### src/rtl/clk_en_sched.sv
// Clock-enable scheduler: shared prescale counter, four power-of-two tick channels.
// Optional CFG_SYNC_UPDATE_EN defers divisor updates to the counter wrap edge.
module clk_en_sched #(
   parameter int unsigned CNT_W = 8
) (
   input  logic             clk_i,
   input  logic             rstn_i,
   input  logic             cfg_valid_i,
   output logic             cfg_ready_o,
   input  logic [1:0]       cfg_ch_i,
   input  logic [3:0]       cfg_div_i,
   output logic [3:0]       tick_o,
   output logic             busy_o,
   output logic [CNT_W-1:0] cnt_o
);

   typedef enum logic {
      IDLE = 1'b0,
      PEND = 1'b1
   } state_t;

   localparam logic [3:0] DIV_MAX = (CNT_W > 15) ? 4'd15 : 4'(CNT_W);

   logic [CNT_W-1:0] cnt_q;
   logic [3:0]       div_q [4];
   state_t           state_q, state_d;
   logic [1:0]       sh_ch_q;
   logic [3:0]       sh_div_q;
   logic [3:0]       div_clamped;
   logic             accept;
   logic             apply;
   logic             apply_ok;

`ifdef CFG_SYNC_UPDATE_EN
   // Apply only on the edge where the counter wraps to zero.
   assign apply_ok = (cnt_q == '1);
`else
   assign apply_ok = 1'b1;
`endif

   always_comb begin
      div_clamped = cfg_div_i;
      if (cfg_div_i > DIV_MAX) begin
         div_clamped = DIV_MAX;
      end
   end

   always_comb begin
      state_d     = state_q;
      accept      = 1'b0;
      apply       = 1'b0;
      cfg_ready_o = 1'b0;
      busy_o      = 1'b0;
      case (state_q)
         IDLE: begin
            cfg_ready_o = 1'b1;
            if (cfg_valid_i) begin
               accept  = 1'b1;
               state_d = PEND;
            end
         end
         PEND: begin
            busy_o = 1'b1;
            if (apply_ok) begin
               apply   = 1'b1;
               state_d = IDLE;
            end
         end
         default: state_d = IDLE;
      endcase
   end

   always_ff @(posedge clk_i or negedge rstn_i) begin
      if (!rstn_i) begin
         state_q <= IDLE;
      end else begin
         state_q <= state_d;
      end
   end

   always_ff @(posedge clk_i or negedge rstn_i) begin
      if (!rstn_i) begin
         cnt_q <= '0;
      end else begin
         cnt_q <= cnt_q + 1'b1;
      end
   end

   always_ff @(posedge clk_i or negedge rstn_i) begin
      if (!rstn_i) begin
         sh_ch_q  <= '0;
         sh_div_q <= '0;
      end else if (accept) begin
         sh_ch_q  <= cfg_ch_i;
         sh_div_q <= div_clamped;
      end
   end

   always_ff @(posedge clk_i or negedge rstn_i) begin
      if (!rstn_i) begin
         for (int unsigned c = 0; c < 4; c++) begin
            div_q[c] <= '0;
         end
      end else if (apply) begin
         div_q[sh_ch_q] <= sh_div_q;
      end
   end

   // A channel ticks when the low div bits of the counter are all zero.
   always_comb begin
      tick_o = '0;
      for (int unsigned c = 0; c < 4; c++) begin
         tick_o[c] = (div_q[c] != '0);
         for (int unsigned i = 0; i < CNT_W; i++) begin
            if ((i < 32'(div_q[c])) && cnt_q[i]) begin
               tick_o[c] = 1'b0;
            end
         end
      end
   end

   assign cnt_o = cnt_q;

endmodule
### config.mk
export PLATFORM = sky130hd
export DESIGN_NAME = clk_en_sched
export DESIGN_NICKNAME = d
export VERILOG_FILES = /design/src/rtl/clk_en_sched.sv
export SDC_FILE = /design/constraint.sdc
export NUM_CORES = 1
export LEC_CHECK = 0
export CAP_MARGIN = 20
export CORE_ASPECT_RATIO = 0.5
export CORE_MARGIN = 2
export CORE_UTILIZATION = 45
export CTS_BUF_LIST = sky130_fd_sc_hd__clkbuf_8
export DETAILED_ROUTE_END_ITERATION = 10
export GPL_TIMING_DRIVEN = 1
export PLACE_DENSITY_LB_ADDON = 0.3
export SLEW_MARGIN = 20
export SYNTH_ARGS = -nofsm -noshare
export SYNTH_HDL_FRONTEND = slang
export SYNTH_SLANG_ARGS = --single-unit
### constraint.sdc
create_clock -name clk_i -period 1.35 [get_ports clk_i]
set_clock_uncertainty 0.2 [all_clocks]
set_input_delay 0.135 -clock clk_i [delete_from_list [all_inputs] [get_ports clk_i]]
set_output_delay 0.135 -clock clk_i [all_outputs]
set_load 0.03 [all_outputs]
==> summary.md <==
| Metric | Value |
|---|---|
| Outcome | `finished, violations left` |
| Failing checks | `negative setup slack` |
| Commonest register cell after synthesis | `dfrtp_1` |
| Hold_ws | `13.4 ps` |
| Clock sink count | `31` |
| R2r startpoint | `cnt_o[0]$_DFF_PN0_` |
| Leakage power | `1.15 nW` |
| Layout cell share with drive strength beyond 1 | `59.6%` |
| GRT overflow | `0` |
| First-pass GRT wire length | `6250 microns` |
| Gate Count Post-Synth | `roughly 130` |
| Worst-Margin Slew | `301 ps` |
| Worst setup path class | `flop to output port` |
| Vias in the first global route | `between 1000 and 1500` |
| CP Launch Type | `flop` |
| DR pass1 iterations | `4` |
| Seq/Total Area, Yosys | `between 50% and 60%` |
| Worst R2R End | `cnt_o[6]$_DFF_PN0_` |
| Max-cap viol count | `0` |
| # setup viols final | `28` |
| Synth area leaders | `dfrtp_1, mux2_2, a21oi_1, a22o_1, o21ai_0` |
| Area leader, netlist | `dfrtp_1` |
| Clock latency on the worst-skew pair | `290 ps` |
| Pre-CTS setup slack | `-296 ps` |
| Post-route DRC | `0` |
| Mapped Area | `around 0.0015 sq mm` |
| Crit-path max FO | `6` |
| Diode count | `0` |
| Vias per Instance | `5.47` |
| Worst VDD drop | `727 uV` |
| Most frequent cell after synthesis | `dfrtp_1` |
| Die area | `0.00377 sq mm` |
| Yosys reg bits | `31` |
| Synth warn | `0` |
| Critical Path AT | `1610 ps` |
| IO Pins | `23` |
| Die height | `~44 microns` |
| Final min period | `1940 ps` |
| Util after Layout | `80.6%` |
| Synth Area per Inst | `roughly 12 sq um` |
| Inst Count DP | `215` |
| Site row count | `14` |
| CP endpoint | `tick_o[0]` |
| Final HPWL DP | `2570 microns` |
| Routability cong. | `0.841` |
| Worst reg2reg setup slack | `-280 ps` |
| Core Region | `0.00307 sq mm` |
| R2r worst-path depth | `7` |
| CTS Hold Bufs | `0` |
| TritonCTS clock tree | `built` |
| Max incr delay on CP | `460 ps` |
| Share of the synthesized area in the top cell type | `52.8%` |
| Worst-case clock buffer depth | `2` |
| Initial antenna violation count | `0` |
| Hold WC Path Type | `input port to async pin` |
| Layout area overhead | `68.1%` |
| Normalized max-slew margin | `roughly four fifths` |
| PD cells | `1310 mW/mm^2` |
| Vias | `approximately 1300` |
| Remaining antenna violation count | `0` |
| Fill cell count | `185` |
| Non-filler cells, final | `238` |
| Most common library cells after synthesis | `dfrtp_1, mux2_2, a21oi_1` |
| RSZ-0062 raised after global routing | `true` |
| I/O Buffers | `22` |
| Syn Nets | `136` |
| H-tree depth | `2` |
| Number of synthesized flops with an enable pin | `0` |
| Crit path from | `cnt_o[6]$_DFF_PN0_` |
| Root Buffer Master | `clkbuf_8` |
| Ys async rst share | `100%` |
| Clk slew on worst S/H paths | `70 ps` |
| Final Worst Setup Slack | `-592 ps` |
| Slowest-stage cell, CP | `dfrtp_2` |
| Avg WL per Cell | `16.9 microns` |
| Worst setup EP type | `output port` |
| Largest net degree at the start of global routing | `32` |
| Total power | `approximately 3.2 mW` |
| Initial DRC count | `around 120` |
| Final Cycle Share | `144%` |
| Starting Density | `48.0%` |
| Fmax | `roughly 0.52 GHz` |
| Cts bufs inserted | `5` |
| Pins Over Slew Limit | `0` |
| Final hold vios | `0` |
| Final nets | `207` |
| Total GRT Usage | `22.6%` |
| Post-synth cell types | `29` |
| Die width | `84.8 microns` |
| CP required | `1010 ps` |
| Crit-path cells | `a21o_1 -> a22o_1 -> a2111oi_4 -> buf_4` |
| WL final | `between 4000 and 5000 microns` |
stage by stage:
step | instance area (sq um) | TNS [ps]
after floorplan | 1580 | -2670
after global placement | 2030 | -1420
after detailed placement | 2030 | -1680
after CTS | 2360 | -3700
after global routing | 2470 | -5810
final | 2470 | -4660
layout make-up:
class                           count  area [sq um]  share of cell area [%]
Tap cell                           40          50.0                    2.03
Clock inverter                      3          16.3                   0.658
Inverter                            3          11.3                   0.456
Sequential cell                    31           788                    31.9
Clock buffer                        5          68.8                    2.78
Timing Repair Buffer               69           682                    27.6
Multi-Input combinational cell     87           855                    34.6
layout by cell type, fill, tap and decap left out, types with 2 or more instances in the layout:
cell type / Yosys / layout
a21o_2: 3 / 3
buf_6: 1 / 35
a22o_1: 4 / 4
clkdlybuf4s50_1: 0 / 8
nand3b_1: 2 / 2
o21ai_1: 0 / 6
inv_1: 3 / 3
mux2_4: 0 / 19
buf_4: 0 / 25
dfrtp_2: 0 / 10
nand3_1: 6 / 2
dfrtp_1: 31 / 21
xnor2_1: 4 / 4
or4_1: 3 / 3
nor2_1: 4 / 4
o22ai_1: 4 / 3
nand2_1: 5 / 4
nand2b_1: 4 / 3
a211oi_4: 0 / 3
nand3_2: 0 / 3
clkbuf_8: 0 / 5
a21oi_1: 8 / 7
xor2_1: 2 / 2
repair_timing:
action,4_1_cts,5_1_grt
setup endpoints to repair,31,40
gates resized for setup,51,23
pin swaps,13,3
buffers inserted,10,6
endpoints found under the hold margin,0,0
state kept, by name, summed over array words and instances (netlist names):
register / flops
cnt_o: 8
div_q: 16
sh_ch_q: 2
sh_div_q: 4
state_q: 1
kinds of logic (layout without fill, tap and decap cells):
logic type | Yosys count | count (layout) | synth area share, %
AO/OA/AOI/OAI | 31 | 31 | 14.0
flip-flops | 31 | 31 | 52.8
AND/OR/NAND/NOR | 30 | 30 | 11.5
multiplexers | 19 | 19 | 14.6
buffers and inverters | 8 | 80 | 2.72
XOR/XNOR | 6 | 6 | 3.57
adder cells (fa/ha/maj) | 1 | 1 | 0.851
report_power, final:
group          leakage (nW)  total, mW  internal [mW]  switching [mW]
clock                0.0453      0.719          0.352           0.367
sequential            0.377       1.33           1.13           0.194
combinational         0.727       1.20          0.696           0.500
total                  1.15       3.24           2.18            1.06
how the worst min path moves through the flow:
stage                      start                       to  slack (ps)  cells after the start
after CTS                 rstn_i     div_q[0]$_DFFE_PN0P_          10                      2
after floorplan           rstn_i       cnt_o[0]$_DFF_PN0_        -360                      0
after global routing      rstn_i  sh_div_q[3]$_DFFE_PN0P_          20                      2
after detailed placement  rstn_i  sh_div_q[1]$_DFFE_PN0P_         320                      2
final                     rstn_i     div_q[0]$_DFFE_PN0P_          10                      2
after global placement    rstn_i  sh_div_q[1]$_DFFE_PN0P_         310                      2
metal layers:
| layer | vias up | part of all wire [%] | global-route usage [%] |
|---|---|---|---|
| met5 | - | 0 | 0 |
| met4 | 0 | 1.5 | 10.2 |
| met3 | 11 | 5.9 | 5.60 |
| met2 | 60 | 46 | 35.3 |
| met1 | 626 | 47 | 30.6 |
| li1 | 605 | - | - |
critical path: cells and delay by family (launching register included):
kind / cells / cell delay, ps
flip-flops: 1 / 460
AO/OA/AOI/OAI: 3 / 660
buffers and inverters: 1 / 210
Power figures use the tool's default switching activity.
